**src/rtl/stream_pkg.sv**
```systemverilog
// Shared constants and helpers for the stream width converters.
package stream_pkg;

  localparam int unsigned DefDataWidth = 8;
  localparam int unsigned DefRatio     = 4;
  localparam int unsigned MaxRatio     = 16;

  // Mask with the lowest `lanes` bits set.
  function automatic logic [MaxRatio-1:0] keep_mask(input int unsigned lanes);
    logic [MaxRatio-1:0] mask;
    mask = '0;
    for (int unsigned i = 0; i < MaxRatio; i++) begin
      if (i < lanes) begin
        mask[i] = 1'b1;
      end
    end
    return mask;
  endfunction

endpackage

```
**src/rtl/stream_upsizer.sv**
```systemverilog
// Packs RATIO narrow beats into one wide word, with early flush on in_last.
module stream_upsizer
  import stream_pkg::*;
#(
  parameter int unsigned DATA_WIDTH = DefDataWidth,
  parameter int unsigned RATIO      = DefRatio
) (
  input  logic                        clk,
  input  logic                        reset_n,
  input  logic [DATA_WIDTH-1:0]       in_data,
  input  logic                        in_valid,
  input  logic                        in_last,
  output logic                        in_ready,
  output logic [DATA_WIDTH*RATIO-1:0] out_data,
  output logic [RATIO-1:0]            out_keep,
  output logic                        out_last,
  output logic                        out_valid,
  input  logic                        out_ready
);

  localparam int unsigned CntW = $clog2(RATIO);
  localparam int unsigned AccW = (RATIO - 1) * DATA_WIDTH;
  localparam int unsigned OutW = DATA_WIDTH * RATIO;

  if (RATIO < 2 || RATIO > MaxRatio) begin : g_bad_ratio
    $error("stream_upsizer: RATIO must be in 2..16");
  end

  logic [CntW-1:0]        cnt_q, cnt_d;
  logic [AccW-1:0]        acc_q, acc_d;
  logic [RATIO-2:0]       acc_keep_q, acc_keep_d;
  logic [OutW-1:0]        out_data_q, out_data_d;
  logic [RATIO-1:0]       out_keep_q, out_keep_d;
  logic                   out_last_q, out_last_d;
  logic                   out_valid_q, out_valid_d;

  logic                   accept;
  logic                   last_lane;
  logic                   complete;
  logic [OutW-1:0]        word_data;
  logic [MaxRatio-1:0]    keep_full;
  logic                   unused_keep;

  assign in_ready  = !out_valid_q || out_ready;
  assign accept    = in_valid && in_ready;
  assign last_lane = (cnt_q == CntW'(RATIO - 1));
  assign complete  = accept && (last_lane || in_last);

  assign keep_full   = keep_mask(32'(cnt_q) + 32'd1);
  assign unused_keep = ^keep_full;

  // Stale acc lanes beyond the current fill are masked out by acc_keep_q.
  always_comb begin
    word_data = '0;
    for (int k = 0; k < int'(RATIO) - 1; k++) begin
      if (acc_keep_q[k]) begin
        word_data[k*DATA_WIDTH +: DATA_WIDTH] = acc_q[k*DATA_WIDTH +: DATA_WIDTH];
      end
    end
    for (int k = 0; k < int'(RATIO); k++) begin
      if (cnt_q == CntW'(k)) begin
        word_data[k*DATA_WIDTH +: DATA_WIDTH] = in_data;
      end
    end
  end

  always_comb begin
    cnt_d = cnt_q;
    if (accept) begin
      cnt_d = complete ? '0 : cnt_q + CntW'(1);
    end
  end

  always_comb begin
    acc_d      = acc_q;
    acc_keep_d = acc_keep_q;
    if (complete) begin
      acc_keep_d = '0;
    end else if (accept) begin
      for (int k = 0; k < int'(RATIO) - 1; k++) begin
        if (cnt_q == CntW'(k)) begin
          acc_d[k*DATA_WIDTH +: DATA_WIDTH] = in_data;
          acc_keep_d[k]                     = 1'b1;
        end
      end
    end
  end

  always_comb begin
    out_data_d  = out_data_q;
    out_keep_d  = out_keep_q;
    out_last_d  = out_last_q;
    out_valid_d = out_valid_q;
    if (complete) begin
      out_data_d  = word_data;
      out_keep_d  = keep_full[RATIO-1:0];
      out_last_d  = in_last;
      out_valid_d = 1'b1;
    end else if (out_valid_q && out_ready) begin
      out_valid_d = 1'b0;
    end
  end

  always_ff @(posedge clk or negedge reset_n) begin
    if (!reset_n) begin
      cnt_q <= '0;
    end else begin
      cnt_q <= cnt_d;
    end
  end

  always_ff @(posedge clk or negedge reset_n) begin
    if (!reset_n) begin
      acc_q      <= '0;
      acc_keep_q <= '0;
    end else begin
      acc_q      <= acc_d;
      acc_keep_q <= acc_keep_d;
    end
  end

  always_ff @(posedge clk or negedge reset_n) begin
    if (!reset_n) begin
      out_data_q  <= '0;
      out_keep_q  <= '0;
      out_last_q  <= 1'b0;
      out_valid_q <= 1'b0;
    end else begin
      out_data_q  <= out_data_d;
      out_keep_q  <= out_keep_d;
      out_last_q  <= out_last_d;
      out_valid_q <= out_valid_d;
    end
  end

  assign out_data  = out_data_q;
  assign out_keep  = out_keep_q;
  assign out_last  = out_last_q;
  assign out_valid = out_valid_q;

endmodule

```
**config.mk**
```make
export PLATFORM = sky130hd
export DESIGN_NAME = stream_upsizer
export DESIGN_NICKNAME = d
export VERILOG_FILES = /design/src/rtl/stream_pkg.sv /design/src/rtl/stream_upsizer.sv
export SDC_FILE = /design/constraint.sdc
export NUM_CORES = 1
export LEC_CHECK = 0
export ABC_AREA = 0
export CAP_MARGIN = 40
export CORE_MARGIN = 3
export CORE_UTILIZATION = 40
export DETAILED_ROUTE_END_ITERATION = 6
export GPL_TIMING_DRIVEN = 0
export MAX_ROUTING_LAYER = met4
export PLACE_DENSITY = 0.67
export SYNTH_ARGS = -nofsm -noshare
export SYNTH_HDL_FRONTEND = slang
export SYNTH_SLANG_ARGS = --single-unit
export TNS_END_PERCENT = 1
```
**constraint.sdc**
```tcl
create_clock -name clk -period 2.6 [get_ports clk]
set_input_delay 0.26 -clock clk [delete_from_list [all_inputs] [get_ports clk]]
set_output_delay 0.26 -clock clk [all_outputs]
set_load 0.01 [all_outputs]
```
# Word-level counts from Yosys, hierarchy flattened
# Index checks and enable logic that the tools add are counted.
totals:
  register_bits: 67
  out_inout_bits: 39
  wordCells: 58
op_classes:
  add_sub_neg: 2
  muxes: 19
  n_reduce_logical: 18
  n_eq_ne: 3
  bitwise_logic: 1
  order_cmp: 4
ops:
  columns: ["op", "n"]
  rows:
  - ["two-way mux 8 bit", 7]
  - ["nonzero test 2 bit", 5]
  - ["two-way mux 1 bit", 9]
  - ["AND reduction 3 bit", 3]
  - ["less-than comparator 1 x 3 -> 1 bit, first input constant", 2]
  - ["less-than comparator 2 x 3 -> 1 bit, first input constant", 2]
  - ["two-way mux 3 bit", 2]
  - ["AND reduction 2 bit", 3]
  - ["equality test 2 bit, second input constant", 2]
  - ["adder 2 x 1 -> 3 bit, second input constant", 1]
  - ["logical AND 1 bit", 3]
  - ["adder 2 x 1 -> 2 bit, second input constant", 1]
  - ["equality test 2 x 1 -> 1 bit, second input constant", 1]
  - ["zero test 2 bit", 1]
  - ["logical OR 1 bit", 2]
  - ["two-way mux 2 bit", 1]
  - ["zero test 1 bit", 1]
  - ["inverter 1 bit", 1]

# Logic depth before layout (Yosys ltp)
logic_depth:
  depth_word: 6
  ltp_mapped: 6
  mapped_depth_nobuf: 5

# Worst setup path before layout
# Ideal clock, no wire load.
synth_timing:
  path_type: "reg-to-reg"
  startpoint: "register cnt_q[0]"
  endpoint: "register out_data_q[10] (netlist: out_data[10])"
  path_slack_ps: 978
  n_path_buf: 1
  arrival_time_ps: 1497
  stages_incl_launch_ff: 6
  cell_sequence: "dfrtp_1 ha_1 nor2_4 nand3b_4 buf_4 mux2_2"
synth_via:
  elab_chain_len: 3
  word_cells_on_any_way: 5
  cone_classes: "2 x eq/ne; 1 x mux; 2 x reduce/logical"
synth_lines:
  columns: ["element", "line_no", "rtl"]
  rows:
  - ["start, declared", "stream_upsizer.sv:29", "logic [CntW-1:0] cnt_q, cnt_d;"]
  - ["start signal, assigned", "stream_upsizer.sv:108", "cnt_q <= cnt_d;"]
  - ["equality test 2 bit", "stream_upsizer.sv:46", "assign last_lane = (cnt_q == CntW'(RATIO - 1));"]
  - ["logical OR 1 bit", "stream_upsizer.sv:47", "assign complete = accept && (last_lane || in_last);"]
  - ["logical AND 1 bit", "stream_upsizer.sv:47", null]
  - ["end signal, assigned", "stream_upsizer.sv:129", "out_data_q <= out_data_d;"]
  - ["end, declared", "stream_upsizer.sv:32", "logic [OutW-1:0] out_data_q, out_data_d;"]
# Parallel ways exist; a longest one is shown, timed or not.
# A chain may end at the register's enable or synchronous reset.

# Worst setup path after layout
layout_timing:
  startpoint: "input port out_ready"
  endpoint: "output port in_ready"
layout_via:
  elab_chain_len: 1
layout_lines:
  columns: ["element", "line_no", "rtl"]
  rows:
  - ["start, declared", "stream_upsizer.sv:18", "input logic out_ready"]
  - ["logical OR 1 bit", "stream_upsizer.sv:44", "assign in_ready = !out_valid_q || out_ready;"]
  - ["end, declared", "stream_upsizer.sv:13", "output logic in_ready,"]
# No other way between the ends.

==> impl_metrics.ini <==
[status]
status = finished, final reports clean

[setup_path]
crit_top_cell = clkdlybuf4s50_1
crit_slowest_cell = clkdlybuf4s50_1
endpoint_kind = primary output
path_class = input port to primary output
startpoint_type = input port
cp.required_ps = 2340
path_delay_family = buffers and inverters
worstPathCellList = clkdlybuf4s50_1 > nand2b_1 > buf_4 > buf_2 > clkdlybuf4s50_1
path_max_fanout = 10
max_stage_delay_ps = 570
cp_num_buf_inv = 4
arrival_ps = 1800

[pwr]
share_comb_of_total_power_pct = 32.3
p_sw_uw = 1099
switching_share_pct = 27.61
ir_drop_uv = 310.9
p_leak_uw = 0.001743
p_per_area_mw_per_mm2 = 1041
pwr-share-seq_pct = 41.3
total_power_uw = 3981
p_clk_share_pct = 26.4
p_int_uw = 2882

[sta]
finClkSkew_ps = 7.964
max_freq_mhz = 486.2
min_period_ps = 2057
hold_viol = 0
tightest_slew_ps = 683.4
setup_viol = 0
final.period_utilization_pct = 79.11
drv_slew = 0
maxSlewHeadroom_pct = 54.35
hold-worst-slack_ps = 253.5
grt_setup_unrepaired = no

[drt]
vias = 1915
vias_per_cell = 5.190
drc = 0
drt_iter0_markers = 95
drt.antenna.violating_nets = 0
first_pass_iters = 4
wl_per_cell_um = 16.78
routed_wl_um = 6190

[logic_synthesis]
synth_area_mm2 = 0.002918
yosysTopAreaCell = dfrtp_1
seq_area_frac_synth_pct = 57.46
synthCells = 204
ys_types = 27
yosysWarnings = 0
async_flop_share_pct = 100.0
synth-edff-count = 0
synth_area_leaders = dfrtp_1 57%, mux2_2 19%, a22o_1 8.7%, ha_1 2.1%, nand4_4 1.5%
synth_top_area_share_pct = 57.46
synthTopCellsByCount = 67 x dfrtp_1, 50 x mux2_2, 29 x a22o_1, 8 x nand2_1, 5 x ha_1
synth-seq-cells = 67
syn_nets = 222
yosysMostFrequentCell = dfrtp_1
synth.avg_cell_area_um2 = 14.30
synth_flop_cell = dfrtp_1

[clock_network]
root_buffer = clkbuf_8
post_cts_resized = 0
htreeDepth = 3
hold_buffers = 1
clockBufferDepth = 2
clk_pin_slew_worst_paths_ps = 70
post_cts_buffers = 0
clkSinkCount = 67
cts_tree = done
cts_buffers = 9
clock_latency_ps = 340

[layout]
final.fill_count = 588
fin_util_pct = 55.08
fin_nets = 286
num_antenna_cells = 0
final_cells = 369
final_cell_area_mm2 = 0.003825
syn_to_final_growth_pct = 31.09
drive_gt1_share_pct = 29.67

[min_path]
hold_path.class = input port to async pin

[floorplan]
num_rows = 30
dieArea_mm2 = 0.008355
coreArea_mm2 = 0.006944
num_io_pins = 52
start_util_pct = 42.02
die_w_um = 91.41
die_y_um = 91.41

[place]
place_area_mm2 = 0.003573
placed_cells = 352
place_congestion = 0.7789
dpl.hpwl_um = 4051
io_buffers = 51

[grt]
grt_max_degree = 67
grt_usage_pct = 16.27
grt_overflow = 0
grt_pass1_vias = 1903
antenna_found_initial = 0
grt_pass1_wl_um = 10120

[flow_run]
maxCapViolCount = 0
-- flip-flops by register name, indices dropped and copies added, names as in the netlist --
signal / flops
acc_keep_q: 3
out_valid: 1
out_data: 32
out_keep: 4
cnt_q: 2
out_last: 1
acc_q: 24
-- power by group through the flow --
stage	registers (uW)	logic (uW)	clock network, uW
floorplan	1720	634	0
global placement	1650	1260	0
detailed placement	1670	1300	0
CTS	1650	1310	1060
global route	1700	1390	1110
finish	1640	1290	1050
-- cell families (layout without fill, tap and decap cells) --
group	count (synthesis)	after routing	synth area share, %
AND/OR/NAND/NOR	24	24	6.175
AO/OA/AOI/OAI	41	41	11.41
buffers and inverters	16	85	3.173
multiplexers	51	51	19.64
flip-flops	67	67	57.46
adder cells (fa/ha/maj)	5	5	2.144
-- cell type report --
cell class                 instances  area, um2  share of cell area [%]
inverter                           4      15.01                  0.3925
timing repair buffer              53      545.5                   14.26
clock inverter                     5      100.1                   2.617
sequential                        67       1677                   43.83
buffer                            12      77.57                   2.028
clock buffer                      11      141.4                   3.696
multi-input combinational        121       1149                   30.03
tap                               96      120.1                   3.140
-- final timing paths --
kind	start	endpoint	slack (ps)	cells after the start
setup / recovery	out_ready	in_ready	540	5
hold reg to reg	out_keep[3]	out_keep[3]	480	1
hold / removal	reset_n	out_last	250	2
max in group asynchronous	reset_n	acc_q[19]	1850	3
min in group clk	out_keep[3]	out_keep[3]	480	1
setup reg to reg	cnt_q[0]	out_data[4]	810	5
-- through the flow --
stage                     setup slack (ps)  setup TNS (ps)
after floorplan                      978.4               0
after global placement               -1003          -66940
after detailed placement             559.8               0
after CTS                            543.8               0
after global routing                 460.8               0
final                                543.2               0
-- layer usage --
metal	up-vias	share of wire [%]	GRT usage, %
met1	984	50	21.50
met2	48	45	23.49
li1	878	-	-
met5	-	0	-
met4	0	0.92	6.784
met3	5	4.3	4.557
-- layout by cell type (no fill, tap or decap), types with 2 or more instances in the layout --
cell,n
dfrtp_1,67
mux2_2,50
clkdlybuf4s50_1,50
a22o_1,29
clkbuf_8,10
nand2_1,8
buf_4,5
clkbuf_1,5
ha_1,5
inv_1,4
and3_1,4
o21ai_0,4
nor2b_1,3
o21a_1,3
bufinv_16,3
buf_2,2
nand4_4,2
buf_6,2
a21oi_1,2
clkinv_2,2
Note: power is estimated with default switching activity, not from simulation.
